### src/rtl/instr_encoder.sv
// H2BP instruction encoder: packs field bundles into 32-bit instruction words
// and streams them into instruction memory through a held write port.

package h2bp;
  // Memory opcodes occupy the contiguous block LW..SB of word[31:27].
  localparam logic [4:0] LW = 5'b10000;
  localparam logic [4:0] SB = 5'b10111;

  typedef enum logic [2:0] {
    KIND_ALU3     = 3'd0,
    KIND_ALU2_OFS = 3'd1,
    KIND_ALU2_IMM = 3'd2,
    KIND_MEM      = 3'd3,
    KIND_BRANCH   = 3'd4
  } kind_e;

  typedef enum logic [1:0] {
    ERR_NONE     = 2'd0,
    ERR_ILLEGAL  = 2'd1,
    ERR_RANGE    = 2'd2,
    ERR_OVERFLOW = 2'd3
  } err_e;
endpackage

module instr_encoder #(
  parameter int unsigned ADDR_W    = 10,
  parameter int unsigned BASE_ADDR = 0,
  parameter int unsigned MAX_WORDS = 1024,
  parameter logic [1:0]  BR_PREFIX = 2'b11
) (
  input  logic              clk,
  input  logic              rst,
  input  logic              start,
  input  logic              finish,
  input  logic              in_valid,
  output logic              in_ready,
  input  logic [2:0]        in_kind,
  input  logic [4:0]        in_op,
  input  logic [4:0]        in_rd,
  input  logic [4:0]        in_rs1,
  input  logic [4:0]        in_rs2,
  input  logic [31:0]       in_imm,
  output logic              mem_we,
  output logic [ADDR_W-1:0] mem_addr,
  output logic [31:0]       mem_wdata,
  input  logic              mem_ready,
  output logic [ADDR_W:0]   count,
  output logic              busy,
  output logic              full,
  output logic              err,
  output logic [1:0]        err_code
);
  import h2bp::*;

  localparam logic [ADDR_W-1:0] BASE = ADDR_W'(BASE_ADDR);
  localparam logic [ADDR_W:0]   MAXW = (ADDR_W+1)'(MAX_WORDS);

  typedef enum logic [1:0] {S_IDLE, S_RUN, S_DRAIN, S_DONE} state_e;

  state_e            state_q, state_d;
  logic              we_q, we_d;
  logic [ADDR_W-1:0] addr_q, addr_d;
  logic [31:0]       wdata_q, wdata_d;
  logic [ADDR_W:0]   count_q, count_d;
  logic [ADDR_W:0]   acc_q, acc_d;
  logic              err_q, err_d;
  err_e              code_q, code_d;

  logic [31:0] enc_word;
  err_e        enc_code;
  logic        imm12_ok;
  logic        imm16_ok;
  logic        full_c;
  logic        ready_c;
  logic        accept;
  logic        write_done;
  logic        overflow;

  assign imm12_ok = (&in_imm[31:11]) | ~(|in_imm[31:11]);
  assign imm16_ok = (&in_imm[31:15]) | ~(|in_imm[31:15]);

  assign full_c     = (acc_q >= MAXW);
  assign write_done = we_q && mem_ready;
  // start/finish win over a same-cycle bundle, so ready is withheld rather than
  // letting a handshake complete that the session control then discards.
  assign ready_c    = (state_q == S_RUN) && !full_c && (!we_q || mem_ready) && !start && !finish;
  assign accept     = in_valid && ready_c;
  assign overflow   = (state_q == S_RUN) && full_c && in_valid && !start && !finish;

  // Pack fields into an instruction word and classify legality/range.
  always_comb begin
    enc_word = '0;
    enc_code = ERR_NONE;
    case (in_kind)
      KIND_ALU3: begin
        enc_word = {1'b0, in_op[2:0], 1'b0, in_rd, in_rs1, in_rs2, in_imm[11:0]};
        if (!imm12_ok) enc_code = ERR_RANGE;
      end
      KIND_ALU2_OFS, KIND_ALU2_IMM: begin
        enc_word = {1'b0, in_op[2:0], 1'b1, in_rd, in_rs1, in_imm[15:0],
                    (in_kind == KIND_ALU2_IMM)};
        if (!imm16_ok) enc_code = ERR_RANGE;
      end
      KIND_MEM: begin
        enc_word = {in_op, in_rd, in_rs1, 17'b0};
        if (!(in_op inside {[LW:SB]})) enc_code = ERR_ILLEGAL;
      end
      KIND_BRANCH: begin
        enc_word = {BR_PREFIX, in_op[2:0], in_rd, in_rs1, in_imm[15:0], 1'b0};
        if ((in_op[2:0] == 3'b111) || ({BR_PREFIX, in_op[2:0]} inside {[LW:SB]}))
          enc_code = ERR_ILLEGAL;
        else if (!imm16_ok)
          enc_code = ERR_RANGE;
      end
      default: enc_code = ERR_ILLEGAL;
    endcase
  end

  // Session FSM, write port bookkeeping and sticky error capture.
  always_comb begin
    state_d = state_q;
    we_d    = we_q;
    addr_d  = addr_q;
    wdata_d = wdata_q;
    count_d = count_q;
    acc_d   = acc_q;
    err_d   = err_q;
    code_d  = code_q;

    if (write_done) begin
      we_d    = 1'b0;
      addr_d  = addr_q + 1'b1;
      count_d = count_q + 1'b1;
    end

    if (accept) begin
      if (enc_code == ERR_NONE) begin
        we_d    = 1'b1;
        wdata_d = enc_word;
        acc_d   = acc_q + 1'b1;
      end else begin
        err_d = 1'b1;
        if (!err_q) code_d = enc_code;
      end
    end

    if (overflow) begin
      err_d = 1'b1;
      if (!err_q) code_d = ERR_OVERFLOW;
    end

    case (state_q)
      S_RUN:   if (finish) state_d = S_DRAIN;
      S_DRAIN: if (!we_q)  state_d = S_DONE;
      default: state_d = state_q;
    endcase

    // A restart from any state drops the pending write and clears the session.
    if (start) begin
      state_d = S_RUN;
      we_d    = 1'b0;
      addr_d  = BASE;
      count_d = '0;
      acc_d   = '0;
      err_d   = 1'b0;
      code_d  = ERR_NONE;
    end
  end

  // State and datapath registers with asynchronous reset.
  always_ff @(posedge clk or posedge rst) begin
    if (rst) begin
      state_q <= S_IDLE;
      we_q    <= 1'b0;
      addr_q  <= BASE;
      wdata_q <= '0;
      count_q <= '0;
      acc_q   <= '0;
      err_q   <= 1'b0;
      code_q  <= ERR_NONE;
    end else begin
      state_q <= state_d;
      we_q    <= we_d;
      addr_q  <= addr_d;
      wdata_q <= wdata_d;
      count_q <= count_d;
      acc_q   <= acc_d;
      err_q   <= err_d;
      code_q  <= code_d;
    end
  end

  assign in_ready  = ready_c;
  assign mem_we    = we_q;
  assign mem_addr  = addr_q;
  assign mem_wdata = wdata_q;
  assign count     = count_q;
  assign busy      = (state_q == S_RUN) || (state_q == S_DRAIN);
  assign full      = full_c;
  assign err       = err_q;
  assign err_code  = code_q;

endmodule
### config.mk
export PLATFORM = sky130hd
export DESIGN_NAME = instr_encoder
export DESIGN_NICKNAME = d
export VERILOG_FILES = /design/src/rtl/instr_encoder.sv
export SDC_FILE = /design/constraint.sdc
export NUM_CORES = 1
export LEC_CHECK = 0
export CAP_MARGIN = 25
export CORE_ASPECT_RATIO = 1.4
export CORE_MARGIN = 1.5
export CORE_UTILIZATION = 42
export DETAILED_ROUTE_END_ITERATION = 12
export PLACE_DENSITY = 0.84
export RECOVER_POWER = 25
export SLEW_MARGIN = 15
export SYNTH_ARGS = -nofsm -noshare
export SYNTH_HDL_FRONTEND = slang
export SYNTH_SLANG_ARGS = --single-unit
### constraint.sdc
create_clock -name clk -period 2.4 [get_ports clk]
set_input_delay 0.72 -clock clk [delete_from_list [all_inputs] [get_ports clk]]
set_output_delay 0.72 -clock clk [all_outputs]
set_load 0.03 [all_outputs]
==> impl_results.md <==
- Row count: 40
- Crit Path Max Fanout: 6
- Tcrit/Tclk final: 1.12
- CORE AREA: 8560 um2
- CP startpoint kind: input port
- Layout area overhead: 64.3%
- Grt ovf: 0
- Post-synthesis register bit count: 70
- Share of post-route cells with drive strength above 1: 0.280
- Number of buffers inserted during clock tree synthesis: 9
- RSZ-0062 raised after global routing: yes
- H-tree level count: 3
- Sw Ratio: 0.325
- Mean area per synthesized cell: 9.84 um2
- Antenna cells: 0
- HP Class: flip-flop to flip-flop
- Max_cap viols: 0
- WP data arrival: 2.88 ns
- Max VDD drop: 0.408 mV
- Minimum clock period after layout: 2.68 ns
- CTS Hold Buffers Added: 0
- Total I/O pin count: 121
- WS Path Type: input port to flip-flop
- Width of the die: 82.2 um
- Worst-path clk slew: 0.05 ns
- Yosys warning count: 0
- Routed vias: 3811
- Routability congestion estimate: 0.878
- Internal power: 2.76 mW
- Clock share of power: 0.285
- Hold Vio Cnt, Final: 0
- CP required: 2.60 ns
- DR pass1 iterations: 5
- HPWL Detailed: 7850 um
- Final wirelength: 12900 um
- F_max: 0.374 GHz
- Failing checks: negative setup slack
- Design area: 6060 um2
- Cell Pwr Density: about 670 nW/um2
- Seq pwr share: 0.359
- CTS sink count: 70
- WL/cell: around 20 um
- Final setup margin: -0.277 ns
- Crit Reg-Reg Startpoint: state_q[1]
- Root buffer cell: clkbuf_16
- Synth top area cells: dfrtp_1 47%, mux2_2 6.1%, o21ai_0 4.1%
- Drc violations: 0
- Count of cell types in the netlist: 47
- Clk_lat worst skew: 0.32 ns
- Worst-margin pin slew: 0.959 ns
- Initial antenna violation count: 0
- Clock Skew: 0.00522 ns
- Rel. slew slack: 0.361
- EDFF count, synth: 0
- First-pass GRT wire length: just under 20000 um
- 1st-iter DRT viols: 157
- Crit end category: flip-flop
- Final Power: 4.09 mW
- Leak pwr: 2.62 nW
- Gr usage total: 0.276
- Prevailing post-synth register cell: dfrtp_1
- Finish-stage setup viols: 45
- Final #Nets: 614
- Worst r2r path cells: 8
- Leading cell type in the layout, fill and taps excluded: clkdlybuf4s50_1
- Worst flop-to-flop path endpoint: acc_q[9]
- Logic pwr share: 0.356
- CTS max path bufs: 2
- Largest net degree at the start of global routing: 71
- Post-Syn Nets: around 440
- Leading area contributor after synthesis: dfrtp_1
- Asr flop ratio synth: 1.00
- Port Buffers: 120
- Hold Path Stages: 2
- Via density: 5.82
- Hold Crit Start: mem_wdata[22]
- Vias in the first global route: between 4000 and 5000
- Hold Path End: mem_wdata[22]
- Syn Inst Count: 375
- DP Area: 5380 um2
- Cell Area, Synth: 3690 um2
- Initial Utilization: 0.431
- Die area: 9370 um2
- Max-slew violations: 0
- Antenna-violating nets left: 0
- Reg2Reg Setup Slack: 0.22 ns
- Post-synthesis sequential area ratio: 0.475
- CTS tree: yes
- Synth top area share: 0.475
- Die Span Y: 114 um
- Psw: 1.33 mW
- Status: finished, violations left
- Most frequent cells in the layout: 91 x clkdlybuf4s50_1, 70 x dfrtp_1, 58 x buf_4
-- power groups by stage --
stage	Combinational, mW	Clock [mW]	Sequential [mW]
after global placement	1.26	0	1.45
after floorplan	0.336	0	1.78
after CTS	1.35	1.19	1.44
after global routing	1.53	1.24	1.48
after detailed placement	1.29	0	1.46
final	1.45	1.17	1.47
-- what timing repair did --
item / in CTS / in global routing
endpoints found under the setup margin: 49 / 46
pin swaps: 23 / 14
setup buffers: 6 / 3
gates resized for setup: 108 / 52
gates cloned: 4 / 0
-- layer usage --
layer	wire length, um	GRT usage
met1	4640	0.295
met2	6690	0.474
met4	516	0.150
met3	1070	0.0808
met5	0	0
-- worst max-delay path, cell delays in order --
cell and delay, ns:
clkdlybuf4s15_2 0.21, nand4_1 0.30, nor4_4 0.40, buf_4 0.21, a21boi_4 0.09, o22ai_4 0.26, and3_4 0.35, mux2_4 0.33
-- registers in the layout (all words and copies together), names as in the netlist --
name       flops
acc_q         11
count         11
err            1
err_code       2
mem_addr      10
mem_wdata     32
mem_we         1
state_q        2
-- cells in the mapped netlist, types with 10 or more instances --
library cell  count
o21ai_0          30
a22o_1           16
nor2_1           30
nand4_1          16
xor2_1           11
inv_1            10
a21oi_1          21
clkbuf_1         21
mux2_2           20
nand2_1          30
dfrtp_1          70
-- area by class of cell --
type	count	area (um2)
Clock buffer	12	246
Clock inverter	2	10.0
Fill cell	587	2490
Inverter	10	41.3
Multi-Input combinational cell	274	2180
Sequential cell	70	1750
Tap cell	105	131
Timing Repair Buffer	182	1700
-- logic make-up (layout without fill, tap and decap cells) --
| logic type | after synthesis | after routing | synth area share |
|---|---|---|---|
| DFF | 70 | 70 | 0.475 |
| xor gates and xnor gates | 15 | 15 | 0.0356 |
| muxes | 25 | 25 | 0.0746 |
| buffers and inverters | 35 | 206 | 0.0386 |
| and+or+nand+nor | 122 | 125 | 0.175 |
| AOI/OAI and AO/OA | 102 | 103 | 0.182 |
| adders and majority gates | 6 | 6 | 0.0203 |
-- stage by stage --
stage | setup WS [ns] | hold WS (ns) | utilization | std cells | setup TNS, ns
floorplan | -0.131 | 0.493 | - | 375 | -2.15
global placement | -0.639 | 0.489 | 0.629 | 628 | -27.25
detailed placement | -0.731 | 0.496 | 0.629 | 628 | -30.43
CTS | -0.0342 | 0.508 | 0.685 | 652 | -0.232
global route | -0.339 | 0.526 | 0.709 | 655 | -10.76
finish | -0.277 | 0.510 | 0.709 | 655 | -7.78
-- worst max path at each step --
stage / from / endpoint / slack, ns / depth (start not counted)
2_1_floorplan: in_imm[23] / acc_q[3] / -0.13 / 7
3_3_place_gp: in_imm[15] / mem_wdata[4] / -0.64 / 7
4_1_cts: in_imm[19] / mem_wdata[11] / -0.03 / 7
6_report: in_imm[29] / mem_wdata[9] / -0.28 / 8
3_5_place_dp: in_imm[15] / mem_wdata[11] / -0.73 / 7
5_1_grt: in_imm[29] / mem_wdata[9] / -0.34 / 8
Note: power is estimated with default switching activity, not from simulation.
